===== src/rtl/risc_pkg.sv =====
// ----------------------------------------------------------------------------
// risc_pkg
// Shared types for the ALU result writeback stage.
//   wb_state_t  : writeback FSM states
//   wb_entry_t  : one buffered ALU result with its routing tags (71 bits)
//   REG_ZERO    : architectural zero register; writes to it are discarded
//   first_state : routing decision for an entry freshly popped from the queue
// ----------------------------------------------------------------------------
package risc_pkg;

   typedef enum logic [1:0] {
      IDLE   = 2'd0,
      REG_WR = 2'd1,
      MEM_WR = 2'd2,
      DONE   = 2'd3
   } wb_state_t;

   typedef struct packed {
      logic [31:0] result;
      logic        reg_out;
      logic [4:0]  reg_addr;
      logic        mem_out;
      logic [31:0] mem_addr;
   } wb_entry_t;

   localparam logic [4:0] REG_ZERO = 5'd0;

   // Register write goes first; a register write aimed at x0 is skipped
   // entirely, and an entry with no live destination retires straight away.
   function automatic wb_state_t first_state(input wb_entry_t e);
      wb_state_t s;
      if (e.reg_out && (e.reg_addr != REG_ZERO)) begin
         s = REG_WR;
      end else if (e.mem_out) begin
         s = MEM_WR;
      end else begin
         s = DONE;
      end
      return s;
   endfunction

endpackage


===== src/rtl/wb_result_fifo.sv =====
// ----------------------------------------------------------------------------
// wb_result_fifo
// Small synchronous FIFO holding ALU results waiting for writeback.
// A push is refused while full, even if a pop happens on the same edge.
// Ports:
//   clk, reset   : clock, synchronous active-high reset (flushes the queue)
//   push         : request to store push_data (ignored when full)
//   push_data    : entry to store
//   pop          : request to drop the head entry (ignored when empty)
//   pop_data     : current head entry (valid while !empty)
//   full, empty  : occupancy flags
// ----------------------------------------------------------------------------
module wb_result_fifo
   import risc_pkg::*;
#(
   parameter int DEPTH = 2
)
(
   input  logic      clk,
   input  logic      reset,
   input  logic      push,
   input  wb_entry_t push_data,
   input  logic      pop,
   output wb_entry_t pop_data,
   output logic      full,
   output logic      empty
);

   localparam int PW = (DEPTH > 1) ? $clog2(DEPTH) : 1;
   localparam int CW = $clog2(DEPTH) + 1;
   localparam logic [PW-1:0] PTR_ONE    = PW'(1);
   localparam logic [CW-1:0] CNT_ONE    = CW'(1);
   localparam logic [CW-1:0] FULL_COUNT = CW'(DEPTH);

   wb_entry_t     storage_r [DEPTH];
   logic [PW-1:0] wr_ptr_r;
   logic [PW-1:0] rd_ptr_r;
   logic [CW-1:0] count_r;
   logic          push_ok_s;
   logic          pop_ok_s;

   assign full      = (count_r == FULL_COUNT);
   assign empty     = (count_r == {CW{1'b0}});
   assign push_ok_s = push && !full;
   assign pop_ok_s  = pop && !empty;
   assign pop_data  = storage_r[rd_ptr_r];

   // Entry storage; contents are don't-care until counted as occupied.
   always_ff @(posedge clk) begin
      if (push_ok_s) begin
         storage_r[wr_ptr_r] <= push_data;
      end
   end

   // Pointers wrap naturally because DEPTH is a power of two.
   always_ff @(posedge clk) begin
      if (reset) begin
         wr_ptr_r <= {PW{1'b0}};
         rd_ptr_r <= {PW{1'b0}};
         count_r  <= {CW{1'b0}};
      end else begin
         if (push_ok_s) begin
            wr_ptr_r <= wr_ptr_r + PTR_ONE;
         end
         if (pop_ok_s) begin
            rd_ptr_r <= rd_ptr_r + PTR_ONE;
         end
         case ({push_ok_s, pop_ok_s})
            2'b10:   count_r <= count_r + CNT_ONE;
            2'b01:   count_r <= count_r - CNT_ONE;
            default: count_r <= count_r;
         endcase
      end
   end

endmodule


===== src/rtl/alu_result_writeback.sv =====
// ----------------------------------------------------------------------------
// alu_result_writeback
// Writeback stage behind the ALU. Buffers each result with its routing tags,
// then commits it to the register file and/or memory, and pulses wb_done once
// per retired result (feeds the instruction handler's alu_done).
// Ports:
//   clk, reset                 : clock, synchronous active-high reset
//   alu_result[_valid], alu_reg_out/alu_reg_addr, alu_mem_out/alu_mem_addr
//                              : incoming result and its destinations
//   alu_result_ack             : result captured on this edge (valid && !full)
//   reg_wr_addr/data/valid     : register write request, held until reg_wr_ack
//   mem_wb_sel, mem_wr_addr/data, mem_rd_wr, mem_req_valid
//                              : memory write request, held until mem_ack or
//                                MEM_TIMEOUT cycles without an ack
//   wb_done                    : one-cycle pulse per retired entry
//   wb_error                   : sticky memory-timeout flag, cleared by reset
// ----------------------------------------------------------------------------
module alu_result_writeback
   import risc_pkg::*;
#(
   parameter int QUEUE_DEPTH = 2,
   parameter int MEM_TIMEOUT = 16
)
(
   input  logic        clk,
   input  logic        reset,
   input  logic [31:0] alu_result,
   input  logic        alu_result_valid,
   input  logic        alu_reg_out,
   input  logic [4:0]  alu_reg_addr,
   input  logic        alu_mem_out,
   input  logic [31:0] alu_mem_addr,
   output logic        alu_result_ack,
   output logic [4:0]  reg_wr_addr,
   output logic [31:0] reg_wr_data,
   output logic        reg_wr_valid,
   input  logic        reg_wr_ack,
   output logic        mem_wb_sel,
   output logic [31:0] mem_wr_addr,
   output logic [31:0] mem_wr_data,
   output logic        mem_rd_wr,
   output logic        mem_req_valid,
   input  logic        mem_ack,
   output logic        wb_done,
   output logic        wb_error
);

   localparam int TW = $clog2(MEM_TIMEOUT) + 1;
   localparam logic [TW-1:0] TIMER_LAST = TW'(MEM_TIMEOUT - 1);
   localparam logic [TW-1:0] TIMER_ONE  = TW'(1);

   wb_state_t   state_r;
   wb_state_t   idle_next_s;
   wb_entry_t   new_entry_s;
   wb_entry_t   head_s;
   logic        fifo_full_s;
   logic        fifo_empty_s;
   logic        pop_s;

   // Working copy of the entry being retired.
   logic [31:0] work_data_r;
   logic [4:0]  work_reg_addr_r;
   logic [31:0] work_mem_addr_r;
   logic        work_mem_out_r;

   logic [TW-1:0] timer_r;

   logic [4:0]  reg_wr_addr_r;
   logic [31:0] reg_wr_data_r;
   logic        reg_wr_valid_r;
   logic        mem_wb_sel_r;
   logic [31:0] mem_wr_addr_r;
   logic [31:0] mem_wr_data_r;
   logic        mem_rd_wr_r;
   logic        mem_req_valid_r;
   logic        wb_done_r;
   logic        wb_error_r;

   assign alu_result_ack = alu_result_valid && !fifo_full_s;
   assign pop_s          = (state_r == IDLE) && !fifo_empty_s;

   assign reg_wr_addr    = reg_wr_addr_r;
   assign reg_wr_data    = reg_wr_data_r;
   assign reg_wr_valid   = reg_wr_valid_r;
   assign mem_wb_sel     = mem_wb_sel_r;
   assign mem_wr_addr    = mem_wr_addr_r;
   assign mem_wr_data    = mem_wr_data_r;
   assign mem_rd_wr      = mem_rd_wr_r;
   assign mem_req_valid  = mem_req_valid_r;
   assign wb_done        = wb_done_r;
   assign wb_error       = wb_error_r;

   // Pack the incoming result and tags into one queue entry.
   always_comb begin
      new_entry_s          = '0;
      new_entry_s.result   = alu_result;
      new_entry_s.reg_out  = alu_reg_out;
      new_entry_s.reg_addr = alu_reg_addr;
      new_entry_s.mem_out  = alu_mem_out;
      new_entry_s.mem_addr = alu_mem_addr;
   end

   // Routing decision for the head entry, used when it is popped.
   always_comb begin
      idle_next_s = IDLE;
      idle_next_s = first_state(head_s);
   end

   wb_result_fifo #(
      .DEPTH (QUEUE_DEPTH)
   ) u_fifo (
      .clk       (clk),
      .reset     (reset),
      .push      (alu_result_ack),
      .push_data (new_entry_s),
      .pop       (pop_s),
      .pop_data  (head_s),
      .full      (fifo_full_s),
      .empty     (fifo_empty_s)
   );

   // Writeback FSM with registered request outputs. Each request is raised on
   // the first edge spent in its state and dropped on the edge that sees its
   // ack (or the timeout), so requests never overlap and wb_done is always
   // followed by at least one quiet cycle.
   always_ff @(posedge clk) begin
      if (reset) begin
         state_r         <= IDLE;
         work_data_r     <= 32'd0;
         work_reg_addr_r <= 5'd0;
         work_mem_addr_r <= 32'd0;
         work_mem_out_r  <= 1'b0;
         timer_r         <= {TW{1'b0}};
         reg_wr_addr_r   <= 5'd0;
         reg_wr_data_r   <= 32'd0;
         reg_wr_valid_r  <= 1'b0;
         mem_wb_sel_r    <= 1'b0;
         mem_wr_addr_r   <= 32'd0;
         mem_wr_data_r   <= 32'd0;
         mem_rd_wr_r     <= 1'b0;
         mem_req_valid_r <= 1'b0;
         wb_done_r       <= 1'b0;
         wb_error_r      <= 1'b0;
      end else begin
         wb_done_r <= 1'b0;
         case (state_r)
            IDLE: begin
               if (!fifo_empty_s) begin
                  work_data_r     <= head_s.result;
                  work_reg_addr_r <= head_s.reg_addr;
                  work_mem_addr_r <= head_s.mem_addr;
                  work_mem_out_r  <= head_s.mem_out;
                  state_r         <= idle_next_s;
                  if (idle_next_s == DONE) begin
                     wb_done_r <= 1'b1;
                  end
               end
            end

            REG_WR: begin
               if (!reg_wr_valid_r) begin
                  reg_wr_valid_r <= 1'b1;
                  reg_wr_addr_r  <= work_reg_addr_r;
                  reg_wr_data_r  <= work_data_r;
               end else if (reg_wr_ack) begin
                  reg_wr_valid_r <= 1'b0;
                  if (work_mem_out_r) begin
                     state_r <= MEM_WR;
                  end else begin
                     state_r   <= DONE;
                     wb_done_r <= 1'b1;
                  end
               end
            end

            MEM_WR: begin
               if (!mem_req_valid_r) begin
                  mem_req_valid_r <= 1'b1;
                  mem_wb_sel_r    <= 1'b1;
                  mem_rd_wr_r     <= 1'b1;
                  mem_wr_addr_r   <= work_mem_addr_r;
                  mem_wr_data_r   <= work_data_r;
                  timer_r         <= {TW{1'b0}};
               end else if (mem_ack) begin
                  // An ack on the expiry cycle still counts as success.
                  mem_req_valid_r <= 1'b0;
                  mem_wb_sel_r    <= 1'b0;
                  mem_rd_wr_r     <= 1'b0;
                  state_r         <= DONE;
                  wb_done_r       <= 1'b1;
               end else if (timer_r == TIMER_LAST) begin
                  mem_req_valid_r <= 1'b0;
                  mem_wb_sel_r    <= 1'b0;
                  mem_rd_wr_r     <= 1'b0;
                  wb_error_r      <= 1'b1;
                  state_r         <= DONE;
                  wb_done_r       <= 1'b1;
               end else begin
                  timer_r <= timer_r + TIMER_ONE;
               end
            end

            DONE: begin
               state_r <= IDLE;
            end

            default: begin
               state_r <= IDLE;
            end
         endcase
      end
   end

endmodule


===== config.mk =====
export PLATFORM = sky130hd
export DESIGN_NAME = alu_result_writeback
export DESIGN_NICKNAME = d
export VERILOG_FILES = /design/src/rtl/risc_pkg.sv /design/src/rtl/wb_result_fifo.sv /design/src/rtl/alu_result_writeback.sv
export SDC_FILE = /design/constraint.sdc
export NUM_CORES = 1
export LEC_CHECK = 0
export BUFFER_PORTS_ARGS = -buffer_cell sky130_fd_sc_hd__buf_2
export CORE_MARGIN = 8
export CORE_UTILIZATION = 30
export DETAILED_ROUTE_END_ITERATION = 12
export PLACE_DENSITY = 0.48
export SYNTH_ARGS = -nofsm -noshare
export SYNTH_HDL_FRONTEND = slang
export SYNTH_SLANG_ARGS = --single-unit

===== constraint.sdc =====
create_clock -name clk -period 3.8 [get_ports clk]
set_input_delay 0.19 -clock clk [delete_from_list [all_inputs] [get_ports clk]]
set_output_delay 0.19 -clock clk [all_outputs]
set_load 0.03 [all_outputs]

==> qor.txt <==
CTS tree: done
IO buf count: 183
Die Area: 45,700 µm²
Reg2Reg Setup Slack: 1450 ps
Period utilisation layout: 61.8%
Row Count: 72
Vias in the first global route: 8,036
Crit Path Category: flop to flop
Synth cell types: 46
Hpwl dp: 18.2 mm
Yosys warning total: 0
Total core area: 38,600 µm²
CP arrival: 2740 ps
HP Class: input port to flop
Hold Slack: 40.1 ps
Post-synth EDFFs: 142
Max Clk Rate: 426 MHz
Largest family of logic cells by synthesized area: simple AND/OR/NAND/NOR gates
Worst-Margin Slew: 1120 ps
Fraction of the mapped netlist area in compound gates: 10.2%
Share of layout cells above drive strength 1: 20.6%
Crit Reg-Reg Endpoint: timer_r[1]$_SDFFE_PP0P_
Synth top cells by count: nand2_1, dfxtp_1, edfxtp_1, a21oi_1, nor2_1
RSZ-0062 raised after global routing: no
Drt first-iter violations: 427
Gp weighted congestion: 0.679
Post-Synth Simple-Gate Area: 10.8%
Largest net degree at the start of global routing: 117
Synth Register Bits: 330
Cell with the most instances after synthesis: nand2_1
Post-route ant nets: 0
XOR/XNOR Fraction of Synth Area: 0.448%
Max_slew headroom: 25.2%
Max_cap viols: 0
Outcome: finished, final reports clean
GRT busiest layer: met2
Initial Util: 30.3%
H-tree Lvls: 2
Layout Skew: 10.7 ps
Area contributors post-synth: edfxtp_1, dfxtp_1, nand2_1
Clk buf depth: 3
Minimum clock period: 2350 ps
Final hold viol count: 0
Global Route met1 Usage: 16.9%
Area Overhead vs Synth: 28.3%
Reg-to-reg startpoint: state_r[0]$_SDFFE_PP0P_
Yosys top cell area share: 36.4%
Total wire length: 29.4 mm
Total gr overflow: 0
Nets: 1,318
TritonCTS Sinks: 330
Syn Area/Cell: 11.8 µm²
# IOs: 184
Final setup viols: 0
Max Slew Vio Count: 0
Pwr Density: 732 nW/µm²
Multiplexer area fraction after synthesis: 6.11%
CP startpoint kind: flop
Routing usage on met3: 3.62%
CP max FO: 35
VDD IR max: 338 µV
First-pass GRT wire length: 45.5 mm
CTS clock-pin slew for the worst setup and hold paths: 60 ps
Netlist Area Pre-Place: 11,700 µm²
Fill count: 3,724
Met2 Track Usage GR: 20.1%
Initial antenna violation count: 2
Post-CTS Setup Repair Bufs: 0
Routed via count: 7,977
Die height: 214 µm
DRT Pass-1 Iters: 4
Top FF cell, synth: dfxtp_1
Vias per inst: 4.47
Worst Path Required: 4190 ps
Reg2Reg Depth: 7
Crit end category: flop
Pleak: 5.52 nW
PostCTS Resize Cnt: 0
Hold Path Depth: 4
Adder-Cell Fraction of Synth Area: 0.854%
Number of remaining DRC errors: 0
Hold path endpoint: wb_error$_SDFFE_PP0P_
Routed len/inst: 16.5 µm
Clk Tree Root Cell: clkbuf_16
Die Span X: 214 µm
Num CTS Buffers: 38
Sequential cell area fraction in the yosys report: 68.5%
Synth Instances: 997
Largest area contributor in the netlist: edfxtp_1
Total power: 11.0 mW
Min-delay src: mem_ack
Async SR Flop Fraction: 0%
GRT Overall Usage: 12.7%
Net count after synthesis: 1,081
Clk_lat worst skew: 530 ps
## flip-flops by register name (all words and copies together) (netlist names), 2 cells and up, named ones only
| register | cells |
|---|---|
| mem_wr_addr | 32 |
| mem_wr_data | 32 |
| reg_wr_addr | 5 |
| reg_wr_data | 32 |
| state_r | 2 |
| timer_r | 5 |
| u_fifo.count_r | 2 |
| u_fifo.storage_r | 142 |
| work_data_r | 32 |
| work_mem_addr_r | 32 |
| work_reg_addr_r | 5 |
## through the flow
stage / setup TNS [ps] / util [%] / cell area (µm²) / setup WS, ps / std cells
finish: 0 / 38.9 / 15000 / 1450 / 1784
global route: 0 / 38.9 / 15000 / 1210 / 1784
CTS: 0 / 38.9 / 15000 / 1430 / 1782
detailed placement: 0 / 33.9 / 13100 / 1420 / 1640
global placement: 0 / 33.9 / 13100 / 1500 / 1640
floorplan: -32890 / - / 11700 / -232 / 997
## placed cells by master, fill, tap and decap left out, types with 10 or more instances in the layout
cell type and count:
a211oi_1 69, dfxtp_1 187, clkbuf_16 42, clkbuf_1 11, dlygate4sd3_1 72, a21oi_1 106
buf_4 10, nor2_1 79, buf_2 182, edfxtp_1 142, mux2i_1 70, nand2_1 207
## critical path: stages (launching register included)
cell and delay (ps):
dfxtp_1 320, inv_1 120, ha_1 360, nor2b_4 540, buf_4 500, nor2_1 120, a32oi_1 180, nor2_1 60
## kinds of logic (layout without fill, tap and decap cells)
logic type | count (synthesis) | in the layout
buffers and inverters | 77 | 344
multiplexers | 71 | 71
other | 0 | 2
flip-flops | 330 | 330
XOR/XNOR | 6 | 6
AO/OA/AOI/OAI | 192 | 192
adder cells (fa/ha/maj) | 8 | 8
AND/OR/NAND/NOR | 313 | 313
## where the power goes
part / switching [mW] / internal [mW]
combinational: 1.69 / 0.916
sequential: 0.457 / 4.44
clock: 1.41 / 2.10
## worst max path at each step
stage                                         from                               end  cells after the start
finish                     state_r[0]$_SDFFE_PP0P_           timer_r[1]$_SDFFE_PP0P_                      7
global placement           state_r[0]$_SDFFE_PP0P_           timer_r[1]$_SDFFE_PP0P_                      7
global route               state_r[0]$_SDFFE_PP0P_           timer_r[1]$_SDFFE_PP0P_                      7
detailed placement         state_r[0]$_SDFFE_PP0P_           timer_r[1]$_SDFFE_PP0P_                      7
floorplan           u_fifo.count_r[0]$_SDFFE_PP0P_  u_fifo.storage_r[0][0]$_DFFE_PP_                      2
CTS                        state_r[0]$_SDFFE_PP0P_           timer_r[1]$_SDFFE_PP0P_                      7
## metal layers
metal  part of all wire, %  vias up
met1                    47     3731
met2                    45      202
li1                      -     4001
met5                     0        -
met3                   6.2       43
met4                   2.0        0
## cell type report
type                       instances  area (µm²)  area share (%)
sequential                       330        8030            53.4
multi-input combinational        590        3380            22.4
timing repair buffer             266        1740            11.6
clock buffer                      54        1110            7.35
tap                              518         648            4.31
clock inverter                    16         108           0.715
inverter                           8        30.0           0.200
antenna                            2        5.00          0.0333
## repair_timing
item | in CTS | in global routing
endpoints found under the setup margin | 0 | 0
endpoints found under the hold margin | 144 | 0
hold buffers | 72 | 0
Note: power is estimated with default switching activity, not from simulation.
